[src/rtl/hazard_scoreboard_ctrl_pkg.sv]
// Shared types and constants for the pipeline hazard scoreboard.
// Holds forwarding codes, Tuse/Tnew encodings and the per-stage writer record.
package hazard_scoreboard_ctrl_pkg;

    localparam int unsigned REG_W  = 5;
    localparam int unsigned TNEW_W = 2;
    localparam int unsigned SEL_W  = 2;

    localparam logic [SEL_W-1:0]  FWD_GRF = 2'd0;
    localparam logic [SEL_W-1:0]  FWD_E   = 2'd1;
    localparam logic [SEL_W-1:0]  FWD_M   = 2'd2;
    localparam logic [SEL_W-1:0]  FWD_W   = 2'd3;

    localparam logic [TNEW_W-1:0] TUSE_NONE = 2'd3;
    localparam logic [TNEW_W-1:0] TNEW_LOAD = 2'd2;
    localparam logic [TNEW_W-1:0] TNEW_ALU  = 2'd1;

    typedef struct packed {
        logic              valid;
        logic [REG_W-1:0]  wa;
        logic [TNEW_W-1:0] tnew;
    } slot_t;

    // Advance a record by one stage: tnew counts down and sticks at zero.
    function automatic slot_t age_slot(input slot_t s);
        slot_t r;
        r = s;
        if (s.tnew != '0) begin
            r.tnew = s.tnew - TNEW_W'(1);
        end
        return r;
    endfunction

endpackage

[src/rtl/hazard_scoreboard_ctrl_if.sv]
// D-stage request / hazard-response bundle between the decode stage and the hazard controller.
interface hazard_scoreboard_ctrl_if;
    import hazard_scoreboard_ctrl_pkg::*;

    logic              d_valid;
    logic [REG_W-1:0]  d_rs;
    logic [REG_W-1:0]  d_rt;
    logic [TNEW_W-1:0] d_tuse_rs;
    logic [TNEW_W-1:0] d_tuse_rt;
    logic [REG_W-1:0]  d_wa;
    logic [TNEW_W-1:0] d_tnew;
    logic              d_md_start;
    logic              d_md_is_div;
    logic              d_md_use;

    logic              stall;
    logic              e_bubble;
    logic [SEL_W-1:0]  fwd_rs_sel;
    logic [SEL_W-1:0]  fwd_rt_sel;
    logic              md_busy;

    modport master (
        output d_valid, d_rs, d_rt, d_tuse_rs, d_tuse_rt, d_wa, d_tnew,
               d_md_start, d_md_is_div, d_md_use,
        input  stall, e_bubble, fwd_rs_sel, fwd_rt_sel, md_busy
    );

    modport slave (
        input  d_valid, d_rs, d_rt, d_tuse_rs, d_tuse_rt, d_wa, d_tnew,
               d_md_start, d_md_is_div, d_md_use,
        output stall, e_bubble, fwd_rs_sel, fwd_rt_sel, md_busy
    );

endinterface

[src/rtl/hazard_src_check.sv]
// Resolves one D-stage source operand against the E/M/W writer records.
// Nearest matching stage wins; it either forwards (tnew 0) or demands a stall (tnew > tuse).
module hazard_src_check
    import hazard_scoreboard_ctrl_pkg::*;
(
    input  logic [REG_W-1:0]  src,
    input  logic [TNEW_W-1:0] tuse,
    input  slot_t             slot_e,
    input  slot_t             slot_m,
    input  slot_t             slot_w,
    output logic              stall_src_c,
    output logic [SEL_W-1:0]  fwd_sel_c
);

    logic              used_c;
    logic              hit_e_c;
    logic              hit_m_c;
    logic              hit_w_c;
    logic              hit_c;
    logic [TNEW_W-1:0] tnew_c;
    logic [SEL_W-1:0]  code_c;

    assign used_c  = (src != '0) && (tuse != TUSE_NONE);
    assign hit_e_c = used_c && slot_e.valid && (slot_e.wa == src);
    assign hit_m_c = used_c && slot_m.valid && (slot_m.wa == src);
    assign hit_w_c = used_c && slot_w.valid && (slot_w.wa == src);

    // Priority select of the youngest writer; older matches are shadowed.
    always_comb begin
        hit_c  = 1'b0;
        tnew_c = '0;
        code_c = FWD_GRF;
        if (hit_e_c) begin
            hit_c  = 1'b1;
            tnew_c = slot_e.tnew;
            code_c = FWD_E;
        end else if (hit_m_c) begin
            hit_c  = 1'b1;
            tnew_c = slot_m.tnew;
            code_c = FWD_M;
        end else if (hit_w_c) begin
            hit_c  = 1'b1;
            tnew_c = slot_w.tnew;
            code_c = FWD_W;
        end
    end

    assign stall_src_c = hit_c && (tnew_c > tuse);
    assign fwd_sel_c   = (hit_c && (tnew_c == '0)) ? code_c : FWD_GRF;

endmodule

[src/rtl/hazard_scoreboard_ctrl.sv]
// Central hazard controller: E/M/W writer scoreboard, stall/bubble generation,
// D-stage forwarding selects and the mult/div busy window.
module hazard_scoreboard_ctrl
    import hazard_scoreboard_ctrl_pkg::*;
#(
    parameter int unsigned MULT_CYCLES = 5,
    parameter int unsigned DIV_CYCLES  = 10,
    parameter int unsigned CNT_W       = 4
) (
    input  logic                   clk,
    input  logic                   reset_n,
    hazard_scoreboard_ctrl_if.slave hif
);

    slot_t             slot_e_q, slot_e_d;
    slot_t             slot_m_q, slot_m_d;
    slot_t             slot_w_q, slot_w_d;
    logic              e_md_q, e_md_d;
    logic              e_md_div_q, e_md_div_d;
    logic [CNT_W-1:0]  md_cnt_q, md_cnt_d;

    logic              stall_rs_c, stall_rt_c;
    logic [SEL_W-1:0]  fwd_rs_c, fwd_rt_c;
    logic              md_busy_c;
    logic              md_stall_c;
    logic              stall_c;
    logic              issue_c;

    hazard_src_check u_rs_check (
        .src         (hif.d_rs),
        .tuse        (hif.d_tuse_rs),
        .slot_e      (slot_e_q),
        .slot_m      (slot_m_q),
        .slot_w      (slot_w_q),
        .stall_src_c (stall_rs_c),
        .fwd_sel_c   (fwd_rs_c)
    );

    hazard_src_check u_rt_check (
        .src         (hif.d_rt),
        .tuse        (hif.d_tuse_rt),
        .slot_e      (slot_e_q),
        .slot_m      (slot_m_q),
        .slot_w      (slot_w_q),
        .stall_src_c (stall_rt_c),
        .fwd_sel_c   (fwd_rt_c)
    );

    // An md start sitting in E has not loaded the counter yet, so it counts as busy too.
    assign md_busy_c  = (md_cnt_q != '0) || e_md_q;
    assign md_stall_c = hif.d_md_use && md_busy_c;
    assign stall_c    = hif.d_valid && (stall_rs_c || stall_rt_c || md_stall_c);
    assign issue_c    = hif.d_valid && !stall_c;

    always_comb begin
        slot_m_d   = age_slot(slot_e_q);
        slot_w_d   = age_slot(slot_m_q);
        slot_e_d   = '0;
        e_md_d     = 1'b0;
        e_md_div_d = 1'b0;
        md_cnt_d   = md_cnt_q;

        if (issue_c) begin
            slot_e_d.valid = (hif.d_wa != '0);
            slot_e_d.wa    = hif.d_wa;
            slot_e_d.tnew  = hif.d_tnew;
            e_md_d         = hif.d_md_start;
            e_md_div_d     = hif.d_md_start && hif.d_md_is_div;
        end

        if (e_md_q) begin
            md_cnt_d = e_md_div_q ? CNT_W'(DIV_CYCLES) : CNT_W'(MULT_CYCLES);
        end else if (md_cnt_q != '0) begin
            md_cnt_d = md_cnt_q - CNT_W'(1);
        end
    end

    always_ff @(posedge clk or negedge reset_n) begin
        if (!reset_n) begin
            slot_e_q   <= '0;
            slot_m_q   <= '0;
            slot_w_q   <= '0;
            e_md_q     <= 1'b0;
            e_md_div_q <= 1'b0;
            md_cnt_q   <= '0;
        end else begin
            slot_e_q   <= slot_e_d;
            slot_m_q   <= slot_m_d;
            slot_w_q   <= slot_w_d;
            e_md_q     <= e_md_d;
            e_md_div_q <= e_md_div_d;
            md_cnt_q   <= md_cnt_d;
        end
    end

    assign hif.stall      = stall_c;
    assign hif.e_bubble   = stall_c;
    assign hif.fwd_rs_sel = fwd_rs_c;
    assign hif.fwd_rt_sel = fwd_rt_c;
    assign hif.md_busy    = md_busy_c;

endmodule

[src/flat_wrapper.sv]
// flat-port wrapper written by rule: the top's interface ports become plain ports
module hazard_scoreboard_ctrl_flat import hazard_scoreboard_ctrl_pkg::*;
#(
    parameter int unsigned MULT_CYCLES = 5,
    parameter int unsigned DIV_CYCLES  = 10,
    parameter int unsigned CNT_W       = 4
)
  (clk, reset_n, hif_d_valid, hif_d_rs, hif_d_rt, hif_d_tuse_rs, hif_d_tuse_rt, hif_d_wa, hif_d_tnew, hif_d_md_start, hif_d_md_is_div, hif_d_md_use, hif_stall, hif_e_bubble, hif_fwd_rs_sel, hif_fwd_rt_sel, hif_md_busy);
  hazard_scoreboard_ctrl_if hif_i ();
  input  logic clk;
  input  logic reset_n;
  input wire logic [$bits(hif_i.d_valid)-1:0] hif_d_valid;
  input wire logic [$bits(hif_i.d_rs)-1:0] hif_d_rs;
  input wire logic [$bits(hif_i.d_rt)-1:0] hif_d_rt;
  input wire logic [$bits(hif_i.d_tuse_rs)-1:0] hif_d_tuse_rs;
  input wire logic [$bits(hif_i.d_tuse_rt)-1:0] hif_d_tuse_rt;
  input wire logic [$bits(hif_i.d_wa)-1:0] hif_d_wa;
  input wire logic [$bits(hif_i.d_tnew)-1:0] hif_d_tnew;
  input wire logic [$bits(hif_i.d_md_start)-1:0] hif_d_md_start;
  input wire logic [$bits(hif_i.d_md_is_div)-1:0] hif_d_md_is_div;
  input wire logic [$bits(hif_i.d_md_use)-1:0] hif_d_md_use;
  output wire logic [$bits(hif_i.stall)-1:0] hif_stall;
  output wire logic [$bits(hif_i.e_bubble)-1:0] hif_e_bubble;
  output wire logic [$bits(hif_i.fwd_rs_sel)-1:0] hif_fwd_rs_sel;
  output wire logic [$bits(hif_i.fwd_rt_sel)-1:0] hif_fwd_rt_sel;
  output wire logic [$bits(hif_i.md_busy)-1:0] hif_md_busy;
  assign hif_i.d_valid = hif_d_valid;
  assign hif_i.d_rs = hif_d_rs;
  assign hif_i.d_rt = hif_d_rt;
  assign hif_i.d_tuse_rs = hif_d_tuse_rs;
  assign hif_i.d_tuse_rt = hif_d_tuse_rt;
  assign hif_i.d_wa = hif_d_wa;
  assign hif_i.d_tnew = hif_d_tnew;
  assign hif_i.d_md_start = hif_d_md_start;
  assign hif_i.d_md_is_div = hif_d_md_is_div;
  assign hif_i.d_md_use = hif_d_md_use;
  assign hif_stall = hif_i.stall;
  assign hif_e_bubble = hif_i.e_bubble;
  assign hif_fwd_rs_sel = hif_i.fwd_rs_sel;
  assign hif_fwd_rt_sel = hif_i.fwd_rt_sel;
  assign hif_md_busy = hif_i.md_busy;
  hazard_scoreboard_ctrl #(.MULT_CYCLES(MULT_CYCLES), .DIV_CYCLES(DIV_CYCLES), .CNT_W(CNT_W)) u_core (.clk(clk), .reset_n(reset_n), .hif(hif_i));
endmodule
[config.mk]
export PLATFORM = sky130hd
export DESIGN_NAME = hazard_scoreboard_ctrl_flat
export DESIGN_NICKNAME = d
export VERILOG_FILES = /design/src/rtl/hazard_scoreboard_ctrl_pkg.sv /design/src/rtl/hazard_scoreboard_ctrl_if.sv /design/src/rtl/hazard_src_check.sv /design/src/rtl/hazard_scoreboard_ctrl.sv /design/src/flat_wrapper.sv
export SDC_FILE = /design/constraint.sdc
export NUM_CORES = 1
export LEC_CHECK = 0
export CORE_MARGIN = 10
export CORE_UTILIZATION = 57
export DETAILED_ROUTE_END_ITERATION = 16
export PLACE_DENSITY = 0.93
export SLEW_MARGIN = 20
export SYNTH_ARGS = -nofsm -noshare
export SYNTH_HDL_FRONTEND = slang
export SYNTH_HIERARCHICAL = 1
export SYNTH_SLANG_ARGS = --single-unit
[constraint.sdc]
create_clock -name clk -period 11.15 [get_ports clk]
set_clock_uncertainty 0.15 [all_clocks]
set_input_delay 2.23 -clock clk [delete_from_list [all_inputs] [get_ports clk]]
set_output_delay 2.23 -clock clk [all_outputs]
set_load 0.005 [all_outputs]
# [Word-level counts from Yosys, hierarchy flattened]
# Index checks and enable logic that the tools add are counted.
[word_totals] ff_bits=30 output_inout_bits=7 wordCells=88
[op_classes] order_cmp=2 add_sub_neg=3 muxes=28 n_eq_ne=8 n_reduce_logical=35
[ops] cell="2-bit 2-to-1 mux" n=16
[ops] cell="5-bit equality test" n=6
[ops] cell="1-bit logical AND" n=22
[ops] cell="5-bit nonzero test" n=3
[ops] cell="4-bit 2-to-1 mux" n=3
[ops] cell="1-bit 2-to-1 mux" n=8
[ops] cell="8-bit 2-to-1 mux" n=1
[ops] cell="2-bit nonzero test" n=3
[ops] cell="2-bit > comparator" n=2
[ops] cell="2-bit logical NOT" n=2
[ops] cell="2-bit inequality test, second input constant" n=2
[ops] cell="4-bit nonzero test" n=1
[ops] cell="2-bit by 1-bit subtractor with 2-bit output, second input constant" n=2
[ops] cell="4-bit by 1-bit subtractor with 4-bit output, second input constant" n=1
[ops] cell="1-bit logical OR" n=3
[ops] cell="1-bit logical NOT" n=1

# [Logic depth before layout (Yosys ltp)]
[depth] word_depth=15 depth_mapped=13

# [Cells and area by module]
# The synthesis kept the hierarchy.
[by_module_without_submodules] module="hazard_scoreboard_ctrl" area_each_um2=1037.2 n_inst=1 seq_area_each_um2=750.7 cells_per_inst=69
[by_module_without_submodules] module="hazard_src_check" area_each_um2=446.7 n_inst=2 seq_area_each_um2=0.0 cells_per_inst=56

# [Least setup slack after synthesis]
# No wires, ideal clock.
[synth_path] path_kind="input to output" from="input hif_d_rs[1]" to="output hif_stall" slack_ns=4.212 t_required_ns=8.770 arrival_time_ns=4.558 path_stages=10 path_cell_list="or4_4 > o2111ai_4 > o211ai_1 > a31oi_2 > inv_1 > ha_1 > a221oi_1 > a211oi_1 > nor2_1 > buf_4"
[synth_between] elab_chain_cells=12 word_cells_on_any_way=22
[synth_lines] element="start: declaration" line_no="flat_wrapper.sv:13" source="input wire logic [$bits(hif_i.d_rs)-1:0] hif_d_rs;"
[synth_lines] element="5-bit nonzero test" line_no="hazard_src_check.sv:23" source="assign used_c = (src != '0) && (tuse != TUSE_NONE);"
[synth_lines] element="1-bit logical AND" line_no="hazard_src_check.sv:23"
[synth_lines] element="1-bit logical AND (2 in series)" line_no="hazard_src_check.sv:26" source="assign hit_w_c = used_c && slot_w.valid && (slot_w.wa == src);"
[synth_lines] element="2-bit 2-to-1 mux" line_no="hazard_src_check.sv:41" source="end else if (hit_w_c) begin"
[synth_lines] element="2-bit 2-to-1 mux" line_no="hazard_src_check.sv:37" source="end else if (hit_m_c) begin"
[synth_lines] element="2-bit 2-to-1 mux" line_no="hazard_src_check.sv:33" source="if (hit_e_c) begin"
[synth_lines] element="2-bit > comparator" line_no="hazard_src_check.sv:48" source="assign stall_src_c = hit_c && (tnew_c > tuse);"
[synth_lines] element="1-bit logical AND *" line_no="hazard_src_check.sv:48"
[synth_lines] element="named net u_core.stall_rs_c" line_no="hazard_scoreboard_ctrl.sv:22" source="logic stall_rs_c, stall_rt_c;"
[synth_lines] element="1-bit logical OR * (2 in series)" line_no="hazard_scoreboard_ctrl.sv:52" source="assign stall_c = hif.d_valid && (stall_rs_c || stall_rt_c || md_stall_c);"
[synth_lines] element="1-bit logical AND *" line_no="hazard_scoreboard_ctrl.sv:52"
[synth_lines] element="end: declaration" line_no="flat_wrapper.sv:22" source="output wire logic [$bits(hif_i.stall)-1:0] hif_stall;"
# The timed path passes the listed nets; every way through them passes the cells marked *.

# [Worst setup path in the final report]
[layout_path] from="input hif_d_rs[4]" to="output hif_e_bubble"
[layout_between] elab_chain_cells=12 word_cells_on_any_way=22
[layout_lines] element="5-bit nonzero test" line_no="hazard_src_check.sv:23"
[layout_lines] element="1-bit logical AND" line_no="hazard_src_check.sv:23"
[layout_lines] element="1-bit logical AND (2 in series)" line_no="hazard_src_check.sv:26"
[layout_lines] element="2-bit 2-to-1 mux" line_no="hazard_src_check.sv:41"
[layout_lines] element="2-bit 2-to-1 mux" line_no="hazard_src_check.sv:37"
[layout_lines] element="2-bit 2-to-1 mux" line_no="hazard_src_check.sv:33"
[layout_lines] element="2-bit > comparator" line_no="hazard_src_check.sv:48"
[layout_lines] element="1-bit logical AND *" line_no="hazard_src_check.sv:48"
[layout_lines] element="named net u_core.stall_rs_c" line_no="hazard_scoreboard_ctrl.sv:22"
[layout_lines] element="1-bit logical OR * (2 in series)" line_no="hazard_scoreboard_ctrl.sv:52"
[layout_lines] element="1-bit logical AND *" line_no="hazard_scoreboard_ctrl.sv:52"
[layout_lines] element="end: declaration" line_no="flat_wrapper.sv:23" source="output wire logic [$bits(hif_i.e_bubble)-1:0] hif_e_bubble;"
# Marks and branches as above.

==> metrics <==
Post-CTS Resized 0; DP HPWL about 3.2 mm; Ports 34; Tmin final around 8.1 ns; area of the core ~3300 um^2; area taken by multi-input logic gates roughly 1100 um^2; Max Fclk approximately 0.12 GHz; Syn Area/Cell 10.67 um^2; CTS Buffer Depth 2; Net Switching roughly 0.000085 W; # rows 21; synth-to-layout area growth 22.10%; Final period util 0.7297; P_leak around 0.92 nW; fin area 2357 um^2; Die W 78.20 um; Yosys reg bits 30; Tot Pwr around 0.00028 W; hold wc startpoint u_core/slot_e_q[7]; Ys Warns 6; register area share after synthesis 0.3889; status completed; Max Slew Vio Count 0; antenna viol nets, final 0; Clk pin slew, worst setup/hold paths ~0.08 ns; Die Footprint just over 6000 um^2; vias per std cell approximately 5.7; share of layout cells above drive strength 1 0.1416; Cell variety after synth 41; max-cap violations 0; Critical Path AT about 5.8 ns; Slew @ Worst Pin roughly 0.6 ns; CP max FO 6; post-CTS setup buffer count 0; GP Congestion around 0.86; HP Class flip-flop to flip-flop; PortBufs 33; DR vias ~1500; vias in the first global route between 1500 and 2000; Comb power frac 0.288; Mapped Area just under 2000 um^2; setup_tns 0 ns; Hold Violations, Final 0; critical path startpoint hif_d_rs[4]; sequential cell area around 750 um^2; Finished Layout Cells roughly 270; WHS 0.2965 ns; Placed Area between 2000 and 2500 um^2; starting density of the core 0.5831; detailed-route wire length per cell about 16 um; RSZ-0062 raised after global routing false; wirelength, routed between 4 and 5 mm; H-tree Lvls 2; slew margin rel. 0.5994; FF-to-FF Start u_core/slot_w_q[4]; Crit. End Element output pin; First-pass DRT Iterations 4; largest net degree at the start of global routing 31; Cells after Synth roughly 180; Tot GR Track Use 0.1419; endpoints failing setup 0; number of nets in the finished design 251; Die Y between 70 and 80 um; hold buffer count at cts 0; fill count ~250; VDD IR max 100.1 uV; cts bufs inserted 5; DR DRC count 0; dpl cells roughly 260; Setup CP Type primary input to output pin; pwr dens 120.2 nW/um^2; Ant. Diodes 0; clk_lat worst skew between 0.3 and 0.4 ns; first-pass GRT wire length around 7.2 mm; Sw Share 0.2994; clock share of power 0.227; type of origin of the critical path primary input; antenna violations before repair 0; Internal Power 0.0001985 W; data required time of the critical path approximately 9 ns; clk sinks 30; Iter 0 DRT Violations 60; Seq pwr share 0.485; Congestion Overflow GR 0; CTS tree built; net count after synthesis between 200 and 250; CTS root buf clkbuf_4
[sequential cells by signal, indices dropped and copies added (netlist names)]
name / count
u_core/e_md_div_q: 1
u_core/slot_e_q: 8
u_core/slot_m_q: 8
u_core/slot_w_q: 8
u_core/e_md_q: 1
u_core/md_cnt_q: 4
[metrics by stage]
| stage | setup slack (ns) | utilization |
|---|---|---|
| final | 3.013 | 0.7120 |
| after global routing | 2.811 | 0.7120 |
| after CTS | 3.021 | 0.7120 |
| after detailed placement | 3.020 | 0.6939 |
| after global placement | 3.116 | 0.6939 |
| after floorplan | 4.212 | - |
[synth_stat cells, drive strengths merged]
library cell  number  area (um^2)
mux2               1        11.26
buf                4        28.78
nand2              8        30.03
xnor2             21        183.9
a2111oi            5        62.56
a21oi              2        10.01
a31oi              4        67.56
or4b               1        10.01
ha                 6        75.07
a221oi             2        17.52
or4                3        30.03
nor2b              2        12.51
or3                6        50.04
nor4               8        50.05
nand4              4        25.02
and2              13        82.58
xor2              10        87.58
dfrtp             30        750.7
nand3              1        5.000
nor3               3        25.02
o2111ai            2        52.55
o211ai             5        37.54
nand2b             2        12.51
inv               15        56.30
o21ai              8        47.55
a211oi             3        32.53
o21a               3        22.52
and3               1        6.260
nor2               6        22.52
and4bb             2        25.02
[metal layers]
layer,vias to the layer above,global-route usage,wire length [um]
met5,-,0,0
met4,0,0.05556,34
met3,2,0.02506,199
met2,50,0.2549,2116
met1,743,0.1626,1764
li1,727,-,-
[cell type report]
| cell class | count | area share |
|---|---|---|
| clock buffers | 7 | 0.02335 |
| clock inverters | 1 | 0.002123 |
| inverters | 15 | 0.02389 |
| multi-input cells | 132 | 0.4644 |
| flip-flops and latches | 30 | 0.3185 |
| well taps | 46 | 0.02442 |
| repair buffers | 34 | 0.1433 |
[worst paths after layout]
check                                     end  slack, ns  cells past startpoint
setup reg to reg            u_core/e_md_div_q       8.05                      9
max in group asynchronous  u_core/md_cnt_q[0]       8.43                      2
setup / recovery                 hif_e_bubble       3.01                     11
min in group asynchronous  u_core/slot_e_q[4]       2.15                      2
hold reg to reg            u_core/slot_m_q[7]       0.30                      0
hold / removal             u_core/slot_m_q[7]       0.30                      0
[power groups by stage]
stage                     registers [W]   logic, W  clock network, W
after floorplan                0.000136  0.0000578                 0
after CTS                      0.000137  0.0000822         0.0000664
after detailed placement       0.000139  0.0000820                 0
after global placement         0.000138  0.0000790                 0
after global routing           0.000139  0.0000913         0.0000713
final                          0.000137  0.0000815         0.0000645
[placed cells by master, fill, tap and decap left out, types with 2 or more instances in the layout]
master and n:
nand2b_1 2, o211ai_1 5, xnor2_1 21, or4_4 2, nand4_1 4, or3_2 2
and2_1 12, o2111ai_4 2, inv_1 15, clkbuf_4 5, clkdlybuf4s50_1 33, a211oi_2 2
nor4_1 8, or3_4 2, o21a_1 3, nor3_2 2, a21oi_1 2, xor2_1 10
a2111oi_0 4, o21ai_0 6, o21ai_2 2, a221oi_1 2, nor2b_1 2, ha_1 6
nand2_1 8, a31oi_2 2, nor2_1 6, dfrtp_1 30, and4bb_2 2, a31oi_4 2
or3_1 2
[logic make-up after synthesis]
family,share of synthesized area
AOI/OAI and AO/OA,0.1815
DFF,0.3889
adders and majority gates,0.03888
buffers and inverters,0.04407
muxes,0.005832
and+or+nand+nor,0.2002
xor gates and xnor gates,0.1406
[worst max-delay path: stages]
cell and delay (ns):
clkdlybuf4s50_1 0.53, or4_4 0.60, o2111ai_4 0.26, o211ai_1 0.14, a31oi_2 0.33, inv_1 0.07, ha_1 0.27, a221oi_1 0.52
a211oi_1 0.12, nor2_1 0.15, clkdlybuf4s50_1 0.53
(Power assumes the default switching activity.)
